[config.mk]
export PLATFORM = sky130hd
export DESIGN_NAME = shift_chain_ctrl
export DESIGN_NICKNAME = d
export VERILOG_FILES = /design/src/rtl/shift_chain_ctrl_pkg.sv /design/src/rtl/shift_bit_cnt.sv /design/src/rtl/shift_chain_ctrl.sv
export SDC_FILE = /design/constraint.sdc
export NUM_CORES = 1
export LEC_CHECK = 0
export ABC_AREA = 0
export BUFFER_PORTS_ARGS = -buffer_cell sky130_fd_sc_hd__buf_2
export CORE_AREA = 2 2 47 49
export CTS_CLUSTER_DIAMETER = 200
export CTS_CLUSTER_SIZE = 14
export DETAILED_ROUTE_END_ITERATION = 7
export DIE_AREA = 0 0 49 51
export HOLD_SLACK_MARGIN = 0.15
export PLACE_DENSITY = 0.69
export SLEW_MARGIN = 20
export SYNTH_ARGS = -nofsm -noshare
export SYNTH_HDL_FRONTEND = slang
export SYNTH_HIERARCHICAL = 1
export SYNTH_SLANG_ARGS = --single-unit
export TNS_END_PERCENT = 50
[constraint.sdc]
create_clock -name clk -period 1.8 [get_ports clk]
set_clock_uncertainty 0.1 [all_clocks]
set_input_delay 0.18 -clock clk [delete_from_list [all_inputs] [get_ports clk]]
set_output_delay 0.18 -clock clk [all_outputs]
set_load 0.1 [all_outputs]
[src/rtl/shift_chain_ctrl_pkg.sv]
// Shared definitions for the shift-chain sequencer: FSM state encoding and default sizing.
package shift_chain_ctrl_pkg;

  typedef enum logic [1:0] {
    S_IDLE  = 2'd0,
    S_LOAD  = 2'd1,
    S_SHIFT = 2'd2,
    S_DONE  = 2'd3
  } state_e;

  localparam int unsigned DEF_WIDTH = 8;
  localparam int unsigned DEF_CNT_W = 3;
  localparam logic        DEF_FILL  = 1'b0;

endpackage

[src/rtl/shift_bit_cnt.sv]
// Bit counter for the serial phase: counts 0..WIDTH-1 while enabled, wrapping at terminal count.
module shift_bit_cnt #(
  parameter int unsigned WIDTH = 8,
  parameter int unsigned CNT_W = 3
) (
  input  logic clk,
  input  logic rst,
  input  logic clr,
  input  logic en,
  output logic tc
);

  logic [CNT_W-1:0] cnt_r;

  assign tc = (cnt_r == CNT_W'(WIDTH - 1));

  // Counter register: cleared outside the shift phase, wraps explicitly so WIDTH need not be a power of two.
  always_ff @(posedge clk) begin
    if (rst || clr) begin
      cnt_r <= '0;
    end else if (en) begin
      cnt_r <= tc ? '0 : cnt_r + CNT_W'(1);
    end
  end

endmodule

[src/rtl/shift_chain_ctrl.sv]
// Sequencer that loads a parallel word into an external shift-cell chain and streams
// the chain tail out serially, MSB first, with valid/last flags and a done pulse.
module shift_chain_ctrl
  import shift_chain_ctrl_pkg::*;
#(
  parameter int unsigned WIDTH = DEF_WIDTH,
  parameter int unsigned CNT_W = DEF_CNT_W,
  parameter logic        FILL  = DEF_FILL
) (
  input  logic             clk,
  input  logic             rst,
  input  logic [WIDTH-1:0] load_data,
  input  logic             load_valid,
  output logic             load_ready,
  output logic [WIDTH-1:0] chain_par,
  output logic             chain_shiftr,
  output logic             chain_sin,
  input  logic             chain_tail,
  output logic             ser_out,
  output logic             ser_valid,
  output logic             ser_last,
  output logic             done,
  output logic             busy
);

  state_e           state_r;
  logic [WIDTH-1:0] data_q_r;
  logic             ser_out_r;
  logic             ser_valid_r;
  logic             ser_last_r;
  logic             done_r;
  logic             busy_r;
  logic             shiftr_r;
  logic             ready_r;
  logic             cnt_en_s;
  logic             cnt_tc_s;

  assign cnt_en_s = (state_r == S_SHIFT);

  shift_bit_cnt #(
    .WIDTH (WIDTH),
    .CNT_W (CNT_W)
  ) u_bit_cnt (
    .clk (clk),
    .rst (rst),
    .clr (~cnt_en_s),
    .en  (cnt_en_s),
    .tc  (cnt_tc_s)
  );

  // Control FSM; status outputs are registered from the next state so they line up with state_r.
  always_ff @(posedge clk) begin
    if (rst) begin
      state_r     <= S_IDLE;
      data_q_r    <= '0;
      ser_out_r   <= 1'b0;
      ser_valid_r <= 1'b0;
      ser_last_r  <= 1'b0;
      done_r      <= 1'b0;
      busy_r      <= 1'b0;
      shiftr_r    <= 1'b0;
      ready_r     <= 1'b1;
    end else begin
      ser_valid_r <= 1'b0;
      ser_last_r  <= 1'b0;
      done_r      <= 1'b0;
      case (state_r)
        S_IDLE: begin
          if (load_valid && ready_r) begin
            data_q_r <= load_data;
            state_r  <= S_LOAD;
            busy_r   <= 1'b1;
            ready_r  <= 1'b0;
            shiftr_r <= 1'b0;
          end
        end
        S_LOAD: begin
          state_r  <= S_SHIFT;
          shiftr_r <= 1'b1;
        end
        S_SHIFT: begin
          ser_out_r   <= chain_tail;
          ser_valid_r <= 1'b1;
          ser_last_r  <= cnt_tc_s;
          if (cnt_tc_s) begin
            state_r  <= S_DONE;
            shiftr_r <= 1'b0;
            done_r   <= 1'b1;
          end
        end
        S_DONE: begin
          state_r  <= S_IDLE;
          busy_r   <= 1'b0;
          ready_r  <= 1'b1;
          shiftr_r <= 1'b0;
        end
        default: begin
          state_r  <= S_IDLE;
          busy_r   <= 1'b0;
          ready_r  <= 1'b1;
          shiftr_r <= 1'b0;
        end
      endcase
    end
  end

  // Outside LOAD/SHIFT the cells simply reload the held word, which is harmless.
  assign chain_par    = data_q_r;
  assign chain_shiftr = shiftr_r;
  assign chain_sin    = FILL;
  assign load_ready   = ready_r & ~rst;
  assign ser_out      = ser_out_r;
  assign ser_valid    = ser_valid_r;
  assign ser_last     = ser_last_r;
  assign done         = done_r;
  assign busy         = busy_r;

endmodule

-- Word-level counts from Yosys, hierarchy flattened
Cells that the tools add are included.
- register bits: 20
- bits of input ports: 12
- output and inout port bits: 16
- logic and storage cells: 40
- $add $sub $neg: 1
- equality and inequality tests: 6
- muxes and demuxes: 12
- bitwise logic cells: 3
- reductions and logical operators: 8
- operators with widths (kind ; number):
    2-bit case mux with 4 select lines ; 1
    2-bit AND reduction ; 3
    1-bit two-way mux ; 5
    2-bit equality test, second input constant ; 2
    2-bit two-way mux ; 2
    1-bit case mux with 2 select lines ; 2
    1-bit case mux with 4 select lines ; 1
    3-bit by 1-bit adder with 3-bit output, second input constant ; 1
    3-bit equality test, second input constant ; 1
    3-bit two-way mux ; 1
    2-bit by 1-bit equality test with 1-bit output, second input constant ; 1
    2-bit zero test ; 1
    2-bit by 1-bit inequality test with 1-bit output, second input constant ; 1
    2-bit inequality test, second input constant ; 1
    1-bit inverter ; 2
    2-bit nonzero test ; 1
    2-bit OR reduction ; 1
    1-bit AND ; 1
    1-bit logical AND ; 1
    1-bit logical OR ; 1

-- Depth between registers and ports, before layout
Gate-level depths: netlist of run 1.
- depth in word-level cells: 3
- gate-level depth with buffers: 5

-- Cells and area by module
Netlist of run 1, hierarchy kept.
- modules (own cells, without submodules) (module ; times used ; cells an instance ; area each (um^2) ; sequential area each (um^2)):
    shift_chain_ctrl ; 1 ; 71 ; 699.4 ; 320.3
    shift_bit_cnt ; 1 ; 12 ; 142.6 ; 60.1

-- Worst setup path after synthesis of run 1
No wires, ideal clock.
- path kind: flip-flop to output port
- start point: register ready_r
- end point: output load_ready
- arrival time: 1755 ps
- required time: 1520 ps
- setup slack: -235 ps
- cell stages (with the launch flop): 2
- buffers on the path: 0
- cell sequence: dfxtp_1 nor2b_1
- longest elaborated chain between the ends: 1
- RTL lines (item ; RTL line ; text):
    start: declaration ; shift_chain_ctrl.sv:34 ; logic ready_r;
    start signal: assignment ; shift_chain_ctrl.sv:62 ; ready_r <= 1'b1;
    start signal: assignment ; shift_chain_ctrl.sv:73 ; ready_r <= 1'b0;
    start signal: assignment ; shift_chain_ctrl.sv:94 ; ready_r <= 1'b1;
    1-bit AND ; shift_chain_ctrl.sv:111 ; assign load_ready = ready_r & ~rst;
    end: declaration ; shift_chain_ctrl.sv:14 ; output logic load_ready,
No other way between the ends.

-- Worst setup path in the final report of run 1
- start point: register state_r[0]
- end point: register ser_out_r (netlist: ser_out)
- longest elaborated chain between the ends: 1
- RTL lines (item ; RTL line ; text):
    start: declaration ; shift_chain_ctrl.sv:26 ; state_e state_r;
    start signal: assignment ; shift_chain_ctrl.sv:54 ; state_r <= S_IDLE;
    start signal: assignment ; shift_chain_ctrl.sv:71 ; state_r <= S_LOAD;
    start signal: assignment ; shift_chain_ctrl.sv:78 ; state_r <= S_SHIFT;
    2-bit equality test ; shift_chain_ctrl.sv:67 ; case (state_r)
    end signal: assignment ; shift_chain_ctrl.sv:82 ; ser_out_r <= chain_tail;
    end: declaration ; shift_chain_ctrl.sv:28 ; logic ser_out_r;
No other way between the ends.
A chain may end at the register's enable or synchronous reset.

==> reports/results.tsv, run 1 <==
stage	metric	value	unit
outcome	status	finished, final reports clean	
timing	Final Hold Fails	0	
synth	register area share after synthesis	45.17	%
synth	Synth Flop Type	dfxtp_1	
setup_path	r2r startpoint	state_r[0]$_SDFFE_PP0P_	
pwr	LEAKAGE	0.5761	nW
global_route	GRT met2 Usage	26.26	%
pwr	maximum VDD drop	0.7708	mV
synth	Syn Inst Count	83	
final_layout	Util after Layout	55.31	%
setup_path	CP max FO	4	
final_layout	Design Area, Final	1141	µm²
routing	final WL	1668	µm
synth	Syn Area/Cell	10.15	µm²
setup_path	Max stage delay on crit path	0.56	ns
global_route	initial antenna violation count	0	
global_route	pin count of the biggest net entering global routing	18	
clock_tree	TritonCTS clock tree	done	
routing	drt wl/cell	11.12	µm
floorplanning	Core Rows	17	
clock_tree	Reg clk slew, reported paths	0.11	ns
synth	number of synthesized register bits	19	
setup_path	Worst EP required	1.89	ns
setup_path	CP Launch Point	state_r[0]$_SDFFE_PP0P_	
worst_hold_path	hold crit path type	register to register	
timing	Final setup viols	0	
setup_path	WS Path Type	register to register	
global_route	gr usage total	14.06	%
routing	DRT Pass-1 Iters	2	
clock_tree	Setup Fix Bufs, Post-CTS	0	
routing	Via Count	692	
routing	DR iter-0 viols	4	
synth	yosys warns	6	
timing	Tmin final	1.706	ns
setup_path	CP Depth	5	
final_layout	area grow syn2layout	35.51	%
global_route	first-pass GRT wire length	2628	µm
synth	share of the synthesized area in the top cell type	45.17	%
synth	largest area contributor in the netlist	dfxtp_1	
final_layout	nets	143	
synth	syn nets	103	
synth	ranking of synthesized cells by area	dfxtp_1, mux2i_1, ha_1	
global_route	total grt overflow	0	
setup_path	startpoint class of the critical path	register	
synth	count of different cell masters after synthesis	23	
timing	setup TNS	0	ns
synth	post-synthesis async set-or-reset flop share	0	%
clock_tree	Worst-Skew Late Latency	0.29	ns
pwr	total chip power	1.599	mW
setup_path	Worst R2R Setup Slack	0.09	ns
timing	crit share post-route	94.80	%
floorplanning	die width	49	µm
setup_path	slowest CP cell	dlygate4sd3_1	
timing	Max Freq	586.1	MHz
placed_design	Cell Area, Placed	991.0	µm²
job	max cap viols	0	
setup_path	crit path DAT	1.80	ns
setup_path	WP buf/inv	2	
global_route	global-route layer with the greatest usage	met2	
routing	post-detailed-route count of antenna-violating nets	0	
setup_path	R2R cell count	5	
clock_tree	H-tree levels	1	
placed_design	dpl hpwl	1119	µm
clock_tree	total CTS buffers	3	
routing	Residual DRC	0	
floorplanning	Die Area	2499	µm²
worst_hold_path	hold depth	2	
global_route	GR Util met1	14.63	%
setup_path	worst r2r dst	ser_out$_SDFFE_PP0N_	
synth	EDFF count, synth	0	
clock_tree	Max clock buf depth	2	
synth	Post-Syn Area	842.1	µm²
floorplanning	Core Footprint	2063	µm²
routing	Via density	4.613	
clock_tree	Num Clock Sinks	19	
final_layout	antenna cell count	0	
global_route	vias in the first global route	656	
floorplanning	I/O Pins	28	
setup_path	crit end category	register	
final_layout	max reg flops	8	
pwr	Pwr per Cell Area	1401	nW/µm²
final_layout	# fillers	190	
placed_design	number of port buffers	26	
timing	Hold Slack	0.3663	ns
setup_path	CP endpoint	ser_out$_SDFFE_PP0N_	
placed_design	GPL Wtd Cong	0.7150	
floorplanning	initial core utilization	40.81	%
final_layout	share of layout cells above drive strength 1	28.69	%
clock_tree	Root Buffer	clkbuf_4	
floorplanning	Die Ht	51	µm
timing	RSZ-0062 raised after global routing	false	
global_route	met3 Usage GRT	2.632	%
setup_path	CP cell instances	inv_1 > ha_1 > mux2i_1 > nor2_1 > dlygate4sd3_1	
timing	Final Max Tran Viols	0	
setup_path	critical path's top delay family	buffers and inverters	
-- per-stage QoR --
stage / setup WS, ns / cells
floorplan: 0.1638 / 83
global placement: 0.3335 / 134
detailed placement: 0.2686 / 134
CTS: 0.01588 / 150
global route: 0.002119 / 150
finish: 0.09368 / 150
-- final cells by class --
| cell class | count | area, µm² | share of cell area [%] |
|---|---|---|---|
| Inverter | 7 | 26.28 | 2.303 |
| Timing Repair Buffer | 38 | 252.7 | 22.15 |
| Multi-Input combinational cell | 54 | 419.2 | 36.73 |
| Sequential cell | 19 | 380.4 | 33.33 |
| Clock buffer | 3 | 22.52 | 1.974 |
| Tap cell | 28 | 35.03 | 3.070 |
| Clock inverter | 1 | 5.005 | 0.4386 |
-- tightest hold or removal path, cell delays in order, from the launching register on --
cell,delay [ns]
dfxtp_1,0.32
nand2_1,0.05
mux2i_1,0.05
-- report_power, final --
part	switching, mW	internal, mW	total (mW)
clock	0.126	0.0827	0.209
sequential	0.0524	0.494	0.546
combinational	0.611	0.232	0.844
-- cell usage in the layout (no fill, tap or decap) --
cell,Yosys,layout
buf_2,0,25
dfxtp_1,19,19
mux2i_1,13,13
dlygate4sd3_1,0,12
nor2_1,9,9
ha_1,8,8
inv_1,7,7
nand2_1,4,4
clkbuf_4,0,4
nor3_1,3,3
a21oi_1,2,2
o21ai_0,2,2
nor2b_2,0,1
nand3_2,1,1
a21boi_2,1,1
a21oi_2,1,1
and3_1,1,1
o31a_1,1,1
o21a_1,1,1
nand4_1,1,1
nor2b_1,2,1
conb_1,1,1
clkinv_2,0,1
or3b_1,1,1
nand2b_1,1,1
a211oi_2,1,1
-- synthesized netlist by cell type (all sizes together) (2+ instances only) --
library cell  number
dfxtp             19
o21ai              2
ha                 8
inv                7
a21oi              3
nor2b              2
buf                2
nand2              4
nor3               3
mux2i             13
nor2               9
-- worst min path at each step --
stage / start / end / slack [ns]
5_1_grt: chain_shiftr$_SDFFE_PP0P_ / chain_shiftr$_SDFFE_PP0P_ / 0.41
4_1_cts: chain_shiftr$_SDFFE_PP0P_ / chain_shiftr$_SDFFE_PP0P_ / 0.37
3_3_place_gp: load_data[1] / chain_par[1]$_SDFFE_PP0P_ / 0.31
6_report: chain_shiftr$_SDFFE_PP0P_ / chain_shiftr$_SDFFE_PP0P_ / 0.37
2_1_floorplan: rst / u_bit_cnt/cnt_r[0]$_SDFFE_PP0P_ / 0.14
3_5_place_dp: load_data[6] / chain_par[6]$_SDFFE_PP0P_ / 0.32
-- logic make-up (layout without fill, tap and decap cells) --
family / Yosys count / count (layout) / synth area share [%]
and+or+nand+nor: 23 / 23 / 13.52
DFF: 19 / 19 / 45.17
muxes: 13 / 13 / 15.45
buffers and inverters: 10 / 49 / 5.349
AOI/OAI and AO/OA: 9 / 9 / 8.173
adders and majority gates: 8 / 8 / 11.89
other: 1 / 1 / 0.4453
-- what timing repair did --
| action | 4_1_cts | 5_1_grt |
|---|---|---|
| resized for setup | 0 | 1 |
| hold buffers | 12 | 0 |
| setup endpoints to repair | 0 | 1 |
| hold endpoints to repair | 10 | 0 |
-- routing by layer --
layer / up-vias / wire, µm
met4: 0 / 23
met1: 321 / 753
li1: 352 / -
met5: - / 0
met3: 4 / 48
met2: 15 / 843
Note: power is estimated with default switching activity, not from simulation.
==> inputs of run 2 (changes only) <==
Settings changed: CORE_AREA 2 2 47 49 to 2 2 53 43, DIE_AREA 0 0 49 51 to 0 0 55 45, PLACE_DENSITY 0.69 to 0.7.
==> reports/results.tsv, run 2 (synthesis results as in run 1) <==
stage	metric	value	unit
global_route	pin count of the biggest net entering global routing	18	
timing	Final Max Tran Viols	0	
timing	crit share post-route	93.30	%
worst_hold_path	hold crit path type	register to register	
floorplanning	Core Rows	14	
setup_path	crit path DAT	1.40	ns
timing	setup TNS	0	ns
pwr	LEAKAGE	0.5693	nW
routing	final WL	1647	µm
pwr	Pwr per Cell Area	1426	nW/µm²
setup_path	r2r startpoint	state_r[0]$_SDFFE_PP0P_	
setup_path	WS Path Type	input pin to output port	
global_route	first-pass GRT wire length	2711	µm
global_route	total grt overflow	0	
final_layout	# fillers	171	
global_route	gr usage total	15.90	%
final_layout	nets	142	
clock_tree	Root Buffer	clkbuf_4	
global_route	vias in the first global route	675	
routing	drt wl/cell	11.36	µm
setup_path	startpoint class of the critical path	input pin	
final_layout	max reg flops	8	
timing	Final setup viols	0	
floorplanning	I/O Pins	28	
routing	post-detailed-route count of antenna-violating nets	0	
timing	Final WS setup	0.1206	ns
floorplanning	initial core utilization	43.70	%
final_layout	commonest non-fill, non-tap cell in the layout	buf_2	
clock_tree	total CTS buffers	3	
timing	Final Hold Fails	0	
timing	RSZ-0062 raised after global routing	false	
setup_path	slowest CP cell	dlygate4sd3_1	
routing	Via Count	676	
clock_tree	Max clock buf depth	2	
timing	Max Freq	595.5	MHz
clock_tree	TritonCTS clock tree	done	
final_layout	share of layout cells above drive strength 1	28.93	%
routing	Residual DRC	0	
final_layout	most frequent cells in the layout	buf_2, dfxtp_1, mux2i_1, dlygate4sd3_1, nor2_1	
placed_design	DP Worst Slack	0.2338	ns
routing	DR iter-0 viols	3	
clock_tree	Worst-Skew Late Latency	0.30	ns
setup_path	CP cell instances	dlygate4sd3_1 > buf_2 > nor2b_2 > clkbuf_4	
setup_path	CP Launch Point	rst	
job	max cap viols	0	
setup_path	Worst EP required	1.52	ns
setup_path	CP max FO	17	
placed_design	number of port buffers	26	
setup_path	Max stage delay on crit path	0.53	ns
clock_tree	H-tree levels	1	
worst_hold_path	Worst Hold Launch	chain_shiftr$_SDFFE_PP0P_	
floorplanning	Die Ht	45	µm
setup_path	crit end category	output port	
clock_tree	Reg clk slew, reported paths	0.11	ns
outcome	status	finished, final reports clean	
pwr	maximum VDD drop	0.7848	mV
final_layout	multi-input gate area in the final layout	419.2	µm²
final_layout	register area	380.4	µm²
floorplanning	Core Footprint	1927	µm²
timing	Tmin final	1.679	ns
floorplanning	die width	55	µm
floorplanning	Die Area	2475	µm²
clock_tree	Num Clock Sinks	19	
routing	DRT Pass-1 Iters	4	
placed_design	dpl hpwl	1173	µm
placed_design	GPL Wtd Cong	0.6951	
final_layout	area grow syn2layout	33.73	%
setup_path	critical path's top delay family	buffers and inverters	
routing	Via density	4.662	
final_layout	antenna cell count	0	
global_route	initial antenna violation count	0	
setup_path	WP buf/inv	3	
## run 2: changes by cell type in the layout (fill, tap and decap cells not counted), sizes merged
| cell | change |
|---|---|
| dlygate4sd3 | -1 |
## run 2: path summary, 6_finish.rpt
| check | to | depth (start not counted) | slack [ns] |
|---|---|---|---|
| setup / recovery | load_ready | 4 | 0.12 |
| hold / removal | chain_shiftr$_SDFFE_PP0P_ | 2 | 0.37 |
| setup reg to reg | chain_shiftr$_SDFFE_PP0P_ | 5 | 0.21 |
| hold reg to reg | chain_shiftr$_SDFFE_PP0P_ | 2 | 0.37 |
## run 2: metal layers
metal / GRT usage, % / wire length (µm) / vias up / part of all wire (%)
met1: 16.74 / 750 / 304 / 46
met2: 26.19 / 762 / 18 / 46
met3: 7.285 / 100 / 5 / 6.1
li1: - / - / 349 / -
met5: 0 / 0 / - / 0
met4: 8.780 / 32 / 0 / 1.9
## run 2: timing repair
item	in CTS	in global routing
setup endpoints to repair	0	1
hold endpoints to repair	10	0
hold buffers	11	0
setup buffers	0	0
gates resized for setup	0	1
## run 2: stage by stage
step / util (%) / area, µm² / hold WS, ns / power [mW] / std cells
floorplan: - / 844.6 / 0.1446 / 1.246 / 83
global placement: 51.17 / 985.9 / 0.3106 / 1.359 / 130
detailed placement: 51.17 / 985.9 / 0.3240 / 1.380 / 130
CTS: 58.31 / 1124 / 0.3759 / 1.613 / 145
global route: 58.44 / 1126 / 0.3975 / 1.697 / 145
finish: 58.44 / 1126 / 0.3712 / 1.606 / 145
## run 2: worst min-delay path, delay by kind of cell, from the launching register on
family           cells  cell delay, ns
and+or+nand+nor      1            0.05
muxes                1            0.06
DFF                  1            0.33
## run 2: layout make-up
class | instances | area share (%)
Timing Repair Buffer | 37 | 21.56
Multi-Input combinational cell | 54 | 37.22
Clock inverter | 1 | 0.4444
Tap cell | 24 | 2.667
Sequential cell | 19 | 33.78
Inverter | 7 | 2.333
Clock buffer | 3 | 2.000
## run 2: power breakdown
part           internal, mW  total (mW)  switching (mW)
registers             0.494       0.546          0.0518
logic                 0.229       0.847           0.618
clock network        0.0829       0.213           0.130
==> inputs of run 3 (changes only) <==
Settings changed: ABC_AREA 0 to 1, CORE_AREA 2 2 53 43 to 2 2 55 44, DIE_AREA 0 0 55 45 to 0 0 57 46.
==> reports/results.tsv, run 3 <==
stage	metric	value	unit
outcome	status	finished, final reports clean	
synth	share of the synthesized area in the top cell type	41.82	%
routing	post-detailed-route count of antenna-violating nets	0	
final_layout	most frequent cells in the layout	buf_2, nand2_1, dfxtp_1, inv_1, nor2_1	
synth	yosys warns	6	
final_layout	commonest non-fill, non-tap cell in the layout	buf_2	
synth	Syn Inst Count	116	
floorplanning	I/O Pins	28	
final_layout	antenna cell count	0	
clock_tree	Worst-Skew Late Latency	0.30	ns
routing	final WL	1859	µm
global_route	global-route layer with the greatest usage	met2	
final_layout	nets	173	
synth	number of synthesized register bits	19	
timing	Final Hold Fails	0	
global_route	first-pass GRT wire length	3056	µm
placed_design	dpl hpwl	1266	µm
setup_path	Worst EP required	1.52	ns
final_layout	share of layout cells above drive strength 1	23.03	%
setup_path	r2r startpoint	state_r[0]$_SDFFE_PP0P_	
floorplanning	Core Rows	15	
job	max cap viols	0	
setup_path	slowest CP cell	dlygate4sd3_1	
global_route	GR Util met1	19.10	%
clock_tree	Root Buffer	clkbuf_4	
synth	syn nets	136	
setup_path	Max stage delay on crit path	0.53	ns
floorplanning	initial core utilization	42.51	%
setup_path	CP cell instances	dlygate4sd3_1 > buf_2 > nor2_2 > buf_2	
global_route	GRT met2 Usage	25.98	%
global_route	vias in the first global route	713	
worst_hold_path	Worst Hold Launch	chain_par[3]$_SDFFE_PP0P_	
setup_path	WS Path Type	input pin to output port	
timing	Final setup viols	0	
setup_path	most frequent CP cell	buf_2	
pwr	maximum VDD drop	0.7660	mV
synth	ranking of synthesized cells by area	dfxtp_1, ha_1, nand2_1	
final_layout	area grow syn2layout	28.34	%
floorplanning	Die Area	2622	µm²
routing	Via density	4.469	
clock_tree	Max clock buf depth	2	
worst_hold_path	Hold Path Sink	chain_par[3]$_SDFFE_PP0P_	
clock_tree	Setup Fix Bufs, Post-CTS	0	
routing	DRT Pass-1 Iters	4	
routing	Via Count	791	
clock_tree	total CTS buffers	3	
timing	RSZ-0062 raised after global routing	false	
placed_design	number of port buffers	26	
floorplanning	Die Ht	46	µm
timing	Final Max Tran Viols	0	
setup_path	Worst R2R Setup Slack	0.30	ns
synth	Syn Area/Cell	7.842	µm²
clock_tree	Num Clock Sinks	19	
global_route	initial antenna violation count	0	
setup_path	CP max FO	13	
setup_path	crit end category	output port	
setup_path	startpoint class of the critical path	input pin	
synth	count leader, synth	nand2_1	
worst_hold_path	hold crit path type	register to register	
clock_tree	Reg clk slew, reported paths	0.11	ns
setup_path	worst r2r dst	chain_par[1]$_SDFFE_PP0P_	
setup_path	R2R cell count	5	
synth	register area share after synthesis	41.82	%
synth	EDFF count, synth	0	
timing	crit share post-route	97.51	%
synth	post-synthesis async set-or-reset flop share	0	%
synth	commonest cells in the netlist	nand2_1, dfxtp_1, inv_1, nor2_1, a21oi_1	
floorplanning	die width	57	µm
timing	setup TNS	0	ns
timing	Max Freq	569.7	MHz
synth	largest area contributor in the netlist	dfxtp_1	
pwr	Pwr per Cell Area	1618	nW/µm²
placed_design	GPL Wtd Cong	0.7878	
synth	count of different cell masters after synthesis	17	
global_route	met3 Usage GRT	4.261	%
worst_hold_path	hold depth	2	
pwr	LEAKAGE	0.5612	nW
routing	Residual DRC	0	
setup_path	crit path DAT	1.48	ns
clock_tree	TritonCTS clock tree	done	
global_route	gr usage total	15.75	%
timing	Tmin final	1.755	ns
routing	DR iter-0 viols	20	
synth	Post-Syn Area	909.6	µm²
floorplanning	Core Footprint	2140	µm²
routing	drt wl/cell	10.50	µm
global_route	pin count of the biggest net entering global routing	14	
placed_design	DP Worst Slack	0.3247	ns
clock_tree	H-tree levels	1	
global_route	total grt overflow	0	
synth	Synth Flop Type	dfxtp_1	
timing	Final WS setup	0.04480	ns
final_layout	max reg flops	8	
==> run 3: cell types whose count changed after synthesis, moves of 2 or more <==
cell,before,now
nand2_2,0,2
a21oi_1,2,12
nor3_1,3,1
buf_6,0,2
nand4_1,1,8
inv_1,7,14
nor2_1,9,14
nor2b_1,2,0
mux2i_1,13,0
nand2_1,4,25
nand3_1,0,3
==> run 3: timing repair <==
action	in CTS	in global routing
gates resized for setup	0	0
hold buffers	11	0
endpoints found under the setup margin	0	0
hold endpoints to repair	10	0
==> run 3: final cells by class <==
| cell class | count | area (µm²) |
|---|---|---|
| timing repair buffer | 38 | 247.7 |
| clock buffer | 4 | 26.28 |
| inverter | 14 | 52.55 |
| multi-input combinational | 77 | 429.2 |
| sequential | 19 | 380.4 |
| fill | 211 | 972.2 |
| tap | 25 | 31.28 |
==> run 3: cell families after synthesis <==
logic type | synth area share [%]
buffers and inverters | 11.28
AND/OR/NAND/NOR | 28.33
flip-flops | 41.82
other | 0.4123
adder cells (fa/ha/maj) | 11.00
AO/OA/AOI/OAI | 7.152
==> run 3: worst max-delay path by stage <==
stage / depth (start not counted) / endpoint / start
after global routing: 4 / load_ready / rst
after global placement: 5 / chain_shiftr$_SDFFE_PP0P_ / state_r[0]$_SDFFE_PP0P_
final: 4 / load_ready / rst
after CTS: 4 / load_ready / rst
after detailed placement: 5 / state_r[0]$_SDFFE_PP0P_ / state_r[0]$_SDFFE_PP0P_
after floorplan: 3 / load_ready / ready_r$_SDFFE_PP1P_
==> run 3: power breakdown <==
group | switching, mW | leakage [nW] | total, mW | internal (mW)
registers | 0.0554 | 0.155 | 0.570 | 0.515
logic | 0.846 | 0.391 | 1.10 | 0.254
clock network | 0.132 | 0.0150 | 0.218 | 0.0863
total | 1.03 | 0.561 | 1.89 | 0.855
==> run 3: critical path, delay by kind of cell <==
family / cells / cell delay, ns
buffers and inverters: 3 / 1.16
and+or+nand+nor: 1 / 0.13
==> run 3: per-layer routing <==
metal / part of all wire (%) / wire length [µm]
met1: 50 / 925
met4: 2.0 / 38
met2: 43 / 804
met3: 4.9 / 91
met5: 0 / 0
==> run 3: metrics by stage <==
stage	total power [mW]	util [%]	cells	cell area, µm²	hold WS [ns]
2_1_floorplan	1.535	-	116	912.1	0.1575
3_3_place_gp	1.649	48.19	162	1031	0.3203
3_5_place_dp	1.662	48.19	162	1031	0.3283
4_1_cts	1.895	54.56	177	1167	0.3715
5_1_grt	2.030	54.56	177	1167	0.3889
6_report	1.889	54.56	177	1167	0.3699
